File: src/rtl/if_fetch_queue.sv
// Instruction-fetch front end: owns the PC, drives the combinational ROM and buffers
// {pc, inst} pairs so decode stalls do not stop fetching; keeps one branch delay slot.
module if_fetch_queue #(
    parameter int          DEPTH      = 4,
    parameter int          DEPTH_LOG2 = 2,
    parameter logic [31:0] RESET_PC   = 32'h0
) (
    input  logic        clk,
    input  logic        rst,
    output logic        rom_ce_o,
    output logic [31:0] rom_addr_o,
    input  logic [31:0] rom_inst_i,
    input  logic        id_ready_i,
    input  logic        branch_flag_i,
    input  logic [31:0] branch_target_i,
    output logic        if_valid_o,
    output logic [31:0] if_pc_o,
    output logic [31:0] if_inst_o
);

    localparam logic [DEPTH_LOG2:0]   FULL_CNT = (DEPTH_LOG2 + 1)'(DEPTH);
    localparam logic [DEPTH_LOG2:0]   CNT_ONE  = (DEPTH_LOG2 + 1)'(1);
    localparam logic [DEPTH_LOG2-1:0] PTR_ONE  = DEPTH_LOG2'(1);

    logic [31:0]           pc_q, pc_d;
    logic [DEPTH_LOG2-1:0] rd_ptr_q, rd_ptr_d;
    logic [DEPTH_LOG2-1:0] wr_ptr_q, wr_ptr_d;
    logic [DEPTH_LOG2:0]   count_q, count_d;
    logic [31:0]           pc_mem_q   [DEPTH];
    logic [31:0]           inst_mem_q [DEPTH];

    logic pop, issue, enq, flush;

    // Head handshake: an entry leaves when if_valid_o and id_ready_i are both high in
    // the same cycle; the ROM is fetched whenever a slot is free or is being freed.
    assign if_valid_o = !rst && (count_q != '0);
    assign pop        = if_valid_o && id_ready_i;
    assign issue      = !rst && ((count_q < FULL_CNT) || pop);
    assign rom_ce_o   = issue;
    assign rom_addr_o = rst ? RESET_PC : pc_q;
    assign if_pc_o    = if_valid_o ? pc_mem_q[rd_ptr_q]   : 32'h0;
    assign if_inst_o  = if_valid_o ? inst_mem_q[rd_ptr_q] : 32'h0;

    // A redirect drops everything behind the delay slot; the slot is either popping now,
    // already at the head, or (empty queue) is this cycle's fetch.
    assign flush = branch_flag_i && (pop || (count_q != '0));
    assign enq   = issue && !flush;

    always_comb begin
        pc_d     = pc_q;
        rd_ptr_d = rd_ptr_q;
        wr_ptr_d = wr_ptr_q;
        count_d  = count_q + {{DEPTH_LOG2{1'b0}}, enq} - {{DEPTH_LOG2{1'b0}}, pop};
        if (issue) pc_d = pc_q + 32'd4;
        if (enq)   wr_ptr_d = wr_ptr_q + PTR_ONE;
        if (pop)   rd_ptr_d = rd_ptr_q + PTR_ONE;
        if (branch_flag_i) begin
            pc_d = branch_target_i;
            if (flush) begin
                wr_ptr_d = rd_ptr_q + PTR_ONE;
                count_d  = pop ? '0 : CNT_ONE;
            end
        end
    end

    always_ff @(posedge clk) begin
        if (rst) begin
            pc_q     <= RESET_PC;
            rd_ptr_q <= '0;
            wr_ptr_q <= '0;
            count_q  <= '0;
        end else begin
            pc_q     <= pc_d;
            rd_ptr_q <= rd_ptr_d;
            wr_ptr_q <= wr_ptr_d;
            count_q  <= count_d;
        end
    end

    always_ff @(posedge clk) begin
        if (enq) begin
            pc_mem_q[wr_ptr_q]   <= pc_q;
            inst_mem_q[wr_ptr_q] <= rom_inst_i;
        end
    end

endmodule

File: config.mk
export PLATFORM = sky130hd
export DESIGN_NAME = if_fetch_queue
export DESIGN_NICKNAME = d
export VERILOG_FILES = /design/src/rtl/if_fetch_queue.sv
export SDC_FILE = /design/constraint.sdc
export NUM_CORES = 1
export LEC_CHECK = 0
export ABC_AREA = 1
export BUFFER_PORTS_ARGS = -buffer_cell sky130_fd_sc_hd__buf_2
export CAP_MARGIN = 10
export CORE_MARGIN = 2
export CORE_UTILIZATION = 50
export CTS_BUF_LIST = sky130_fd_sc_hd__clkbuf_8
export CTS_CLUSTER_SIZE = 40
export DETAILED_ROUTE_END_ITERATION = 6
export GPL_TIMING_DRIVEN = 0
export PLACE_DENSITY = 0.78
export RECOVER_POWER = 25
export REMOVE_ABC_BUFFERS = 1
export SLEW_MARGIN = 20
export SYNTH_ARGS = -nofsm -noshare
export SYNTH_HDL_FRONTEND = slang
export SYNTH_SLANG_ARGS = --single-unit
File: constraint.sdc
create_clock -name clk -period 5.7 [get_ports clk]
set_input_delay 0.57 -clock clk [delete_from_list [all_inputs] [get_ports clk]]
set_output_delay 0.57 -clock clk [all_outputs]
set_load 0.02 [all_outputs]
==> impl_metrics.py <==
metrics = {
    "power_and_ir_drop": {
        "power_leakage_nw": 5.648,
        "vdd_ir_drop_max_mv": 0.2629,
        "share_seq_of_total_power": 0.463,
        "internal_power_mw": 4.214,
        "p_clk_frac": 0.286,
        "p_comb_frac": 0.251,
        "swShare": 0.3259,
        "p_switching_mw": 2.038,
        "powerDensity_nw_per_um2": 419.3,
    },
    "sta": {
        "skew_ps": 18.37,
        "period_share": 0.5804,
        "max_freq_mhz": 302.3,
        "report.final.setup_viol": 0,
        "finalHoldViolCount": 0,
        "fin_crit_ps": 3308,
        "tightest_slew_ps": 845.0,
        "rsz0062_at_grt": "false",
        "slew_headroom": 0.4367,
        "fin_setup_tns_ps": 0,
        "slew_viol_final": 0,
        "setup_ws_ps": 2392,
    },
    "drt": {
        "dr_total_vias": 9342,
        "drtPass1Iterations": 5,
        "wl_um": 29420,
        "route.detailed.drc": 0,
        "avgRoutedWirePerCell_um": 16.70,
        "ant_nets": 0,
        "via_per_inst": 5.302,
        "drtIter0Drc": 896,
    },
    "die": {
        "dieWidth_um": 163.0,
        "io_pins": 166,
        "dieArea_um2": 26570,
        "fp-row-count": 58,
        "fp.coreArea_um2": 24960,
        "die_h_um": 163.0,
        "start_util": 0.5063,
    },
    "clocking": {
        "cts_root_buffer": "clkbuf_8",
        "clockBufferDepth": 3,
        "post_cts_buffers": 0,
        "post_cts_resized": 0,
        "clock_latency_ps": 560,
        "clkTransAtPathRegs_ps": 60,
        "cts_hold_buf": 0,
        "htreeDepth": 2,
        "clock_sinks": 297,
        "cts_tree": "done",
        "cts_buffers": 47,
    },
    "placed_design": {
        "portBuffers": 165,
        "hpwlAfterDp_um": 18230,
        "place_ws_ps": 1879,
        "gp_congestion": 0.9221,
    },
    "critical_path": {
        "r2r-end": "count_q[2]",
        "required_ps": 5130,
        "crit_start": "rst",
        "worstPathArrival_ps": 2740,
        "path_cells": "buf_2 > inv_1 > nand2_4 > buf_16 > a21oi_1 > buf_2",
        "crit_end": "if_pc_o[24]",
        "worstPathMaxFanout": 54,
        "path_class": "input pin to output port",
        "start_kind": "input pin",
        "critical_path.most_common_cell": "buf_2",
        "slowest_delay_ps": 640,
        "r2r-start": "count_q[1]",
        "critPathCaptureType": "output port",
        "r2r_cells": 13,
        "critPathSlowestCell": "buf_2",
        "reg2reg_slack_ps": 3170,
    },
    "global_route": {
        "grt_usage": 0.2204,
        "overflow": 0,
        "grt_pass1_wl_um": 45410,
        "antenna_found_initial": 0,
        "grt_pass1_vias": 8774,
        "grt_max_degree": 75,
    },
    "yosys": {
        "ys_types": 31,
        "synth_mux_area_frac": 0,
        "yosysSeqAreaShare": 0.6731,
        "synth_cells": 1230,
        "async_reset_ff_frac": 0,
        "avgSynthCellArea_um2": 10.28,
        "synth_top_family_by_area": "simple AND/OR/NAND/NOR gates",
        "synth-xor-area-share": 0.007622,
        "synth-compound-area-share": 0.1024,
        "synth_flop_cell": "edfxtp_1",
        "synth-simple-area-share": 0.1678,
        "synth-edff-count": 256,
        "ys_seq_elements": 297,
        "synth_fa_ha_area_frac": 0.008513,
        "yosysWarnings": 0,
        "syn-cell-area_um2": 12640,
    },
    "min_path": {
        "whs_path_depth": 1,
        "min-delay-path-class": "input pin to flip-flop",
        "hold_start": "rom_inst_i[31]",
    },
    "final_layout": {
        "drive_above_1_share": 0.1683,
        "fillerInstances": 2068,
        "finalNetCount": 1473,
        "area_growth_pct": 17.97,
        "diodes": 0,
    },
    "run_status": {
        "status": "finished clean",
    },
    "flow_run": {
        "cap_violations": 0,
    },
}
## flip-flops by register name, summed over array words and instances, names as in the netlist, named ones only
name	flops
inst_mem_q	128
pc_mem_q	128
pc_q	32
count_q	3
rd_ptr_q	2
wr_ptr_q	2
## power by group through the flow
stage / registers, mW / clock network (mW) / logic [mW]
2_1_floorplan: 2.94 / 0 / 0.923
3_3_place_gp: 3.03 / 0 / 1.38
3_5_place_dp: 2.94 / 0 / 1.58
4_1_cts: 2.89 / 1.82 / 1.58
5_1_grt: 2.92 / 1.91 / 1.74
6_report: 2.89 / 1.79 / 1.57
## cell usage after synthesis, types with 5 or more instances
master    count  area (µm²)
buf_1        10       37.54
nor2_2        7       43.79
clkbuf_1     23       86.33
nor2_1      354        1329
o22ai_1       9       56.30
xor2_1        8       70.07
buf_2        28       140.1
ha_1          7       87.58
dfxtp_1      41       820.8
nand3_1      31       155.2
nand4_1       5       31.28
nand2_1     129       484.2
edfxtp_1    256        7687
o21ai_1      13       65.06
o21ai_0     145       725.7
a21oi_1      75       375.4
inv_1        60       225.2
## critical path, delay by kind of cell
family,cells,cell delay [ps]
AND/OR/NAND/NOR,1,370
AO/OA/AOI/OAI,1,130
buffers and inverters,4,1610
## worst min-delay path by stage
stage                   endpoint
3_5_place_dp      pc_mem_q[1][1]
3_3_place_gp      pc_mem_q[0][1]
6_report       inst_mem_q[1][31]
4_1_cts        inst_mem_q[1][11]
5_1_grt        inst_mem_q[2][10]
2_1_floorplan     pc_mem_q[0][0]
## metrics by stage
step / hold WS, ps / cells / cell area (µm²) / total power, mW / util
finish: 265.8 / 1762 / 14910 / 6.252 / 0.5973
global placement: 476.6 / 1662 / 13600 / 4.416 / 0.5449
floorplan: 460.1 / 1167 / 12360 / 3.864 / -
global route: 234.8 / 1762 / 14910 / 6.577 / 0.5973
CTS: 186.8 / 1762 / 14950 / 6.297 / 0.5989
detailed placement: 488.9 / 1678 / 14000 / 4.516 / 0.5609
## cell families (layout without fill, tap and decap cells)
| group | count (synthesis) | in the layout |
|---|---|---|
| and+or+nand+nor | 536 | 536 |
| DFF | 297 | 297 |
| xor gates and xnor gates | 11 | 11 |
| AOI/OAI and AO/OA | 252 | 252 |
| adders and majority gates | 8 | 8 |
| buffers and inverters | 126 | 328 |
## cells in the final DEF (no fill, tap or decap), types with 2 or more instances in the layout
master / instances
a21oi_1: 75
a31oi_1: 4
buf_12: 12
buf_16: 4
buf_2: 133
bufinv_16: 3
clkbuf_1: 32
clkbuf_8: 53
clkinv_1: 7
clkinv_2: 6
clkinvlp_4: 3
dfxtp_1: 39
dfxtp_4: 2
edfxtp_1: 256
ha_1: 7
inv_1: 70
inv_2: 2
inv_4: 2
nand2_1: 128
nand2_2: 3
nand2_4: 2
nand3_1: 31
nand4_1: 5
nor2_1: 350
nor2_2: 7
nor2_4: 6
nor3_1: 3
o211ai_1: 4
o21ai_0: 145
o21ai_1: 13
o22ai_1: 9
xnor2_1: 3
xor2_1: 8
## final cells by class
class	count	area [µm²]	share of cell area
sequential	297	8516	0.5711
multi-input combinational	807	3656	0.2452
timing repair buffer	181	1136	0.07619
clock buffer	53	729.5	0.04892
tap	330	412.9	0.02769
inverter	63	241.5	0.01620
clock inverter	31	219.0	0.01468
## metal layers
metal	wire length [µm]	share of wire	GRT usage	vias to the layer above
li1	-	-	-	4535
met4	613	0.021	0.06516	0
met5	0	0	0	-
met1	12420	0.42	0.2890	4392
met3	2199	0.075	0.04354	48
met2	14190	0.48	0.3742	367
Note: power is estimated with default switching activity, not from simulation.
